File: src/rtl/logic_unit_pkg.sv
// logic_unit_pkg: op codes and widths shared by the logic unit pipeline
package logic_unit_pkg;
  localparam int OP_W = 3;
  typedef enum logic [OP_W-1:0] {
    OP_AND, OP_OR, OP_XOR, OP_NAND, OP_NOR, OP_XNOR, OP_NOTA, OP_PASSA
  } op_t;
endpackage

File: src/rtl/logic_unit_core.sv
// logic_unit_core: combinational bitwise op plus zero/ones/parity reduction
module logic_unit_core
  import logic_unit_pkg::*;
#(
  parameter int WIDTH = 8
) (
  input  logic [WIDTH-1:0] a,
  input  logic [WIDTH-1:0] b,
  input  op_t              op,
  output logic [WIDTH-1:0] y,
  output logic             zero,
  output logic             ones,
  output logic             parity
);
  always_comb begin
    y = '0;
    case (op)
      OP_AND:   y = a & b;
      OP_OR:    y = a | b;
      OP_XOR:   y = a ^ b;
      OP_NAND:  y = ~(a & b);
      OP_NOR:   y = ~(a | b);
      OP_XNOR:  y = ~(a ^ b);
      OP_NOTA:  y = ~a;
      OP_PASSA: y = a;
      default:  y = '0;
    endcase
  end
  assign zero   = ~|y;
  assign ones   = &y;
  assign parity = ^y;
endmodule

File: src/rtl/logic_unit_pipe.sv
// logic_unit_pipe: one-deep registered logic unit with accumulator and op counter
module logic_unit_pipe
  import logic_unit_pkg::*;
#(
  parameter int WIDTH = 8,
  parameter int CNT_W = 16
) (
  input  logic             clk,
  input  logic             rst,
  input  logic             in_valid,
  output logic             in_ready,
  input  logic [WIDTH-1:0] a,
  input  logic [WIDTH-1:0] b,
  input  logic [OP_W-1:0]  op,
  input  logic             acc,
  input  logic             acc_clr,
  output logic             out_valid,
  input  logic             out_ready,
  output logic [WIDTH-1:0] y,
  output logic             zero,
  output logic             ones,
  output logic             parity,
  output logic [CNT_W-1:0] ops_done
);
  logic [WIDTH-1:0] acc_reg, b_sel, res;
  logic             res_zero, res_ones, res_parity, in_acc, out_acc;
  assign in_ready = !out_valid || out_ready;
  assign in_acc   = in_valid && in_ready;
  assign out_acc  = out_valid && out_ready;
  // a clear in the same cycle as an accumulate beat makes the operand zero
  assign b_sel    = acc ? (acc_clr ? '0 : acc_reg) : b;
  logic_unit_core #(.WIDTH(WIDTH)) u_core (
    .a(a), .b(b_sel), .op(op_t'(op)),
    .y(res), .zero(res_zero), .ones(res_ones), .parity(res_parity)
  );
  always_ff @(posedge clk or posedge rst) begin
    if (rst) begin
      out_valid <= 1'b0;
      y         <= '0;
      zero      <= 1'b1;
      ones      <= 1'b0;
      parity    <= 1'b0;
      acc_reg   <= '0;
      ops_done  <= '0;
    end else begin
      if (in_acc) begin
        out_valid <= 1'b1;
        y         <= res;
        zero      <= res_zero;
        ones      <= res_ones;
        parity    <= res_parity;
        acc_reg   <= res;
      end else begin
        if (out_acc) out_valid <= 1'b0;
        if (acc_clr) acc_reg <= '0;
      end
      if (out_acc) ops_done <= ops_done + CNT_W'(1);
    end
  end
endmodule

File: config.mk
export PLATFORM = sky130hd
export DESIGN_NAME = logic_unit_pipe
export DESIGN_NICKNAME = d
export VERILOG_FILES = /design/src/rtl/logic_unit_pkg.sv /design/src/rtl/logic_unit_core.sv /design/src/rtl/logic_unit_pipe.sv
export SDC_FILE = /design/constraint.sdc
export NUM_CORES = 1
export LEC_CHECK = 0
export ABC_AREA = 1
export CAP_MARGIN = 20
export CORE_ASPECT_RATIO = 0.7
export CORE_MARGIN = 5
export CORE_UTILIZATION = 25
export DETAILED_ROUTE_END_ITERATION = 8
export PLACE_DENSITY_LB_ADDON = 0.15
export SYNTH_ARGS = -nofsm -noshare
export SYNTH_HDL_FRONTEND = slang
export SYNTH_HIERARCHICAL = 1
export SYNTH_SLANG_ARGS = --single-unit
File: constraint.sdc
create_clock -name clk -period 2.39 [get_ports clk]
set_input_delay 0.3585 -clock clk [delete_from_list [all_inputs] [get_ports clk]]
set_output_delay 0.3585 -clock clk [all_outputs]
set_load 0.1 [all_outputs]
==> impl_metrics.csv <==
group,metric,value,unit
critical_path,worstPathRequired,2.61,ns
synth,synthesis.instances,482,
power,power.leakage,2.84,nW
placed_design,dp_slack,-0.464,ns
cts,cts_buffers,5,
layout,final_cell_mix,"166 x nand2_1, 114 x buf_4, 60 x inv_1",
synth,synth_fp_nets,532,
critical_path,cp.arrival,2.46,ns
run,drv_cap,0,
synth,ys_seq_area_share,28.8,%
layout,final_cell_area,4920,um^2
timing,worst_hold_slack,0.469,ns
layout,fin_nets,672,
timing,finalHoldViolations,0,
cts,root_buffer,"clkbuf_16",
route,wl,9950,um
critical_path,r2r_setup_slack,0.31,ns
outcome,outcome,"complete, no violations",
hold_path,min_to,"zero",
layout,syn2layout_area_growth,57.1,%
floorplanning,initial_core_util,25.4,%
route,drtIter0Drc,196,
floorplanning,coreArea,12300,um^2
timing,setup_viol,0,
timing,worst_slew_pin_slew,0.467,ns
floorplanning,boundaryPins,54,
floorplanning,die_y,104,um
layout,largest_register_ffs,16,
route,vias,3405,
layout,n_antenna_cell,0,
grt,antenna_found_initial,0,
layout,layout-drive-gt1-share,31.0,%
grt,grt_pass1_wl,17000,um
route,final_antenna_net_count,0,
placed_design,dpl.hpwl,7740,um
cts,insertion_delay,0.29,ns
route,drt-wirelength-per-cell,12.7,um
route,vias_per_cell,4.34,
floorplanning,std_cell_rows,34,
route,drtPass1Iterations,4,
timing,timing.final.crit_share,93.4,%
timing,clock_skew,0.00338,ns
critical_path,reg2reg_depth,15,
floorplanning,die_w,144,um
layout,layout_commonest_cell,"nand2_1",
synth,netlist_area,3130,um^2
cts,holdBufCountCts,0,
cts,clockBufferDepth,2,
synth,netlist.area_leader.share,28.0,%
timing,relSlewSlack,68.9,%
synth,synth_top_cell_by_area,"dfrtp_1",
synth,ys_seq_elements,36,
grt,grt_overflow_total,0,
grt,grt_pass1_vias,3301,
route,drc,0,
synth,synth_warnings,6,
critical_path,cp-start-kind,"input port",
synth,avgSynthCellArea,6.50,um^2
critical_path,r2r-end,"parity",
cts,clkTransAtPathRegs,0.06,ns
synth,synth_cell_types,27,
timing,fin_ws,0.157,ns
timing,finalMaxSlewViolations,0,
hold_path,worstHoldStart,"zero",
power,vdd_drop_max,591,uV
critical_path,worst-path-max-fanout,2,
placed_design,place_area,4370,um^2
critical_path,rr_startpoint,"acc_reg[7]",
critical_path,critPathKind,"input port to flop",
placed_design,port_buffers,53,
hold_path,hp-class,"flop to flop",
synth,netlist_top_cells_area,"dfrtp_1 28%, nand2_1 21%, ha_1 10%",
power,power_per_cell_area,624,nW/um^2
cts,cts.htree.levels,2,
grt,grt_use_total,14.0,%
grt,grt_max_degree,37,
hold_path,hold-path-cell-count,2,
floorplanning,dieArea,14900,um^2
placed_design,place_congestion,0.807,
cts,clock-sinks,36,
critical_path,worst_setup_path_end_kind,"flop",
timing,final.min_clock_period,2.23,ns
timing,fmax,0.448,GHz
cts,cts_tree,"done",
-- where the power goes --
group          internal (W)  switching [W]  leakage [nW]
registers          0.000708      0.0000872         0.458
clock network      0.000490       0.000263        0.0798
logic              0.000486        0.00104          2.31
-- critical path, stage by stage --
cell	delay, ns
clkdlybuf4s50_1	0.50
nor2_1	0.06
a21oi_2	0.14
inv_2	0.06
ha_4	0.26
nand4_1	0.11
nand2_1	0.10
nor2_1	0.04
nand2_1	0.08
nand2_2	0.09
ha_4	0.28
xnor2_2	0.11
xnor2_1	0.14
nand2_1	0.07
nand2_1	0.07
-- kinds of logic after synthesis --
family          after synthesis  synth area share [%]
buf+inv                      86                  12.3
flops                        36                  28.8
xor+xnor                     13                  3.63
simple gates                304                  42.5
fa+ha+maj                    25                  9.98
compound gates               18                  2.88
-- through the flow --
stage / total power (W) / cells / util [%] / TNS [ns]
2_1_floorplan: 0.00179 / 482 / - / 0
3_3_place_gp: 0.00223 / 764 / 35.4 / -2.36
3_5_place_dp: 0.00223 / 764 / 35.4 / -2.76
4_1_cts: 0.00307 / 781 / 39.0 / 0
5_1_grt: 0.00325 / 785 / 39.9 / -0.0161
6_report: 0.00307 / 785 / 39.9 / 0
-- how the worst max path moves through the flow --
stage / from / end / slack [ns] / cells past startpoint
floorplan: acc / parity / 0.04 / 16
global placement: acc / parity / -0.46 / 16
detailed placement: acc / parity / -0.46 / 16
CTS: acc / parity / 0.05 / 15
global route: acc_clr / ones / -0.02 / 19
finish: b[4] / parity / 0.16 / 15
-- cells in the mapped netlist, drive strengths merged --
master / number
nand2: 184
inv: 72
nor2: 60
dfrtp: 35
nand3: 31
nand4: 26
ha: 25
buf: 13
o21ai: 10
xor2: 9
a21oi: 8
xnor2: 4
nor3: 2
clkbuf: 1
dfstp: 1
nand3b: 1
-- final cells by class --
class	instances	area, um^2
Tap cell	162	203
Timing Repair Buffer	146	1280
Clock buffer	5	125
Sequential cell	36	902
Inverter	72	279
Multi-Input combinational cell	361	2090
Fill cell	1282	7420
Clock inverter	3	42.5
-- timing repair --
action	4_1_cts	5_1_grt
cloned	1	1
endpoints found under the setup margin	2	3
endpoints found under the hold margin	0	0
buffers inserted	8	3
gates resized for setup	40	20
pin swaps	31	16
-- routing by layer --
layer,wire [um],global-route usage [%],vias to the layer above
met5,0,0,-
met2,4160,20.7,74
li1,-,-,1782
met1,5190,20.7,1538
met3,506,3.32,11
met4,93,2.62,0
Note: power is estimated with default switching activity, not from simulation.
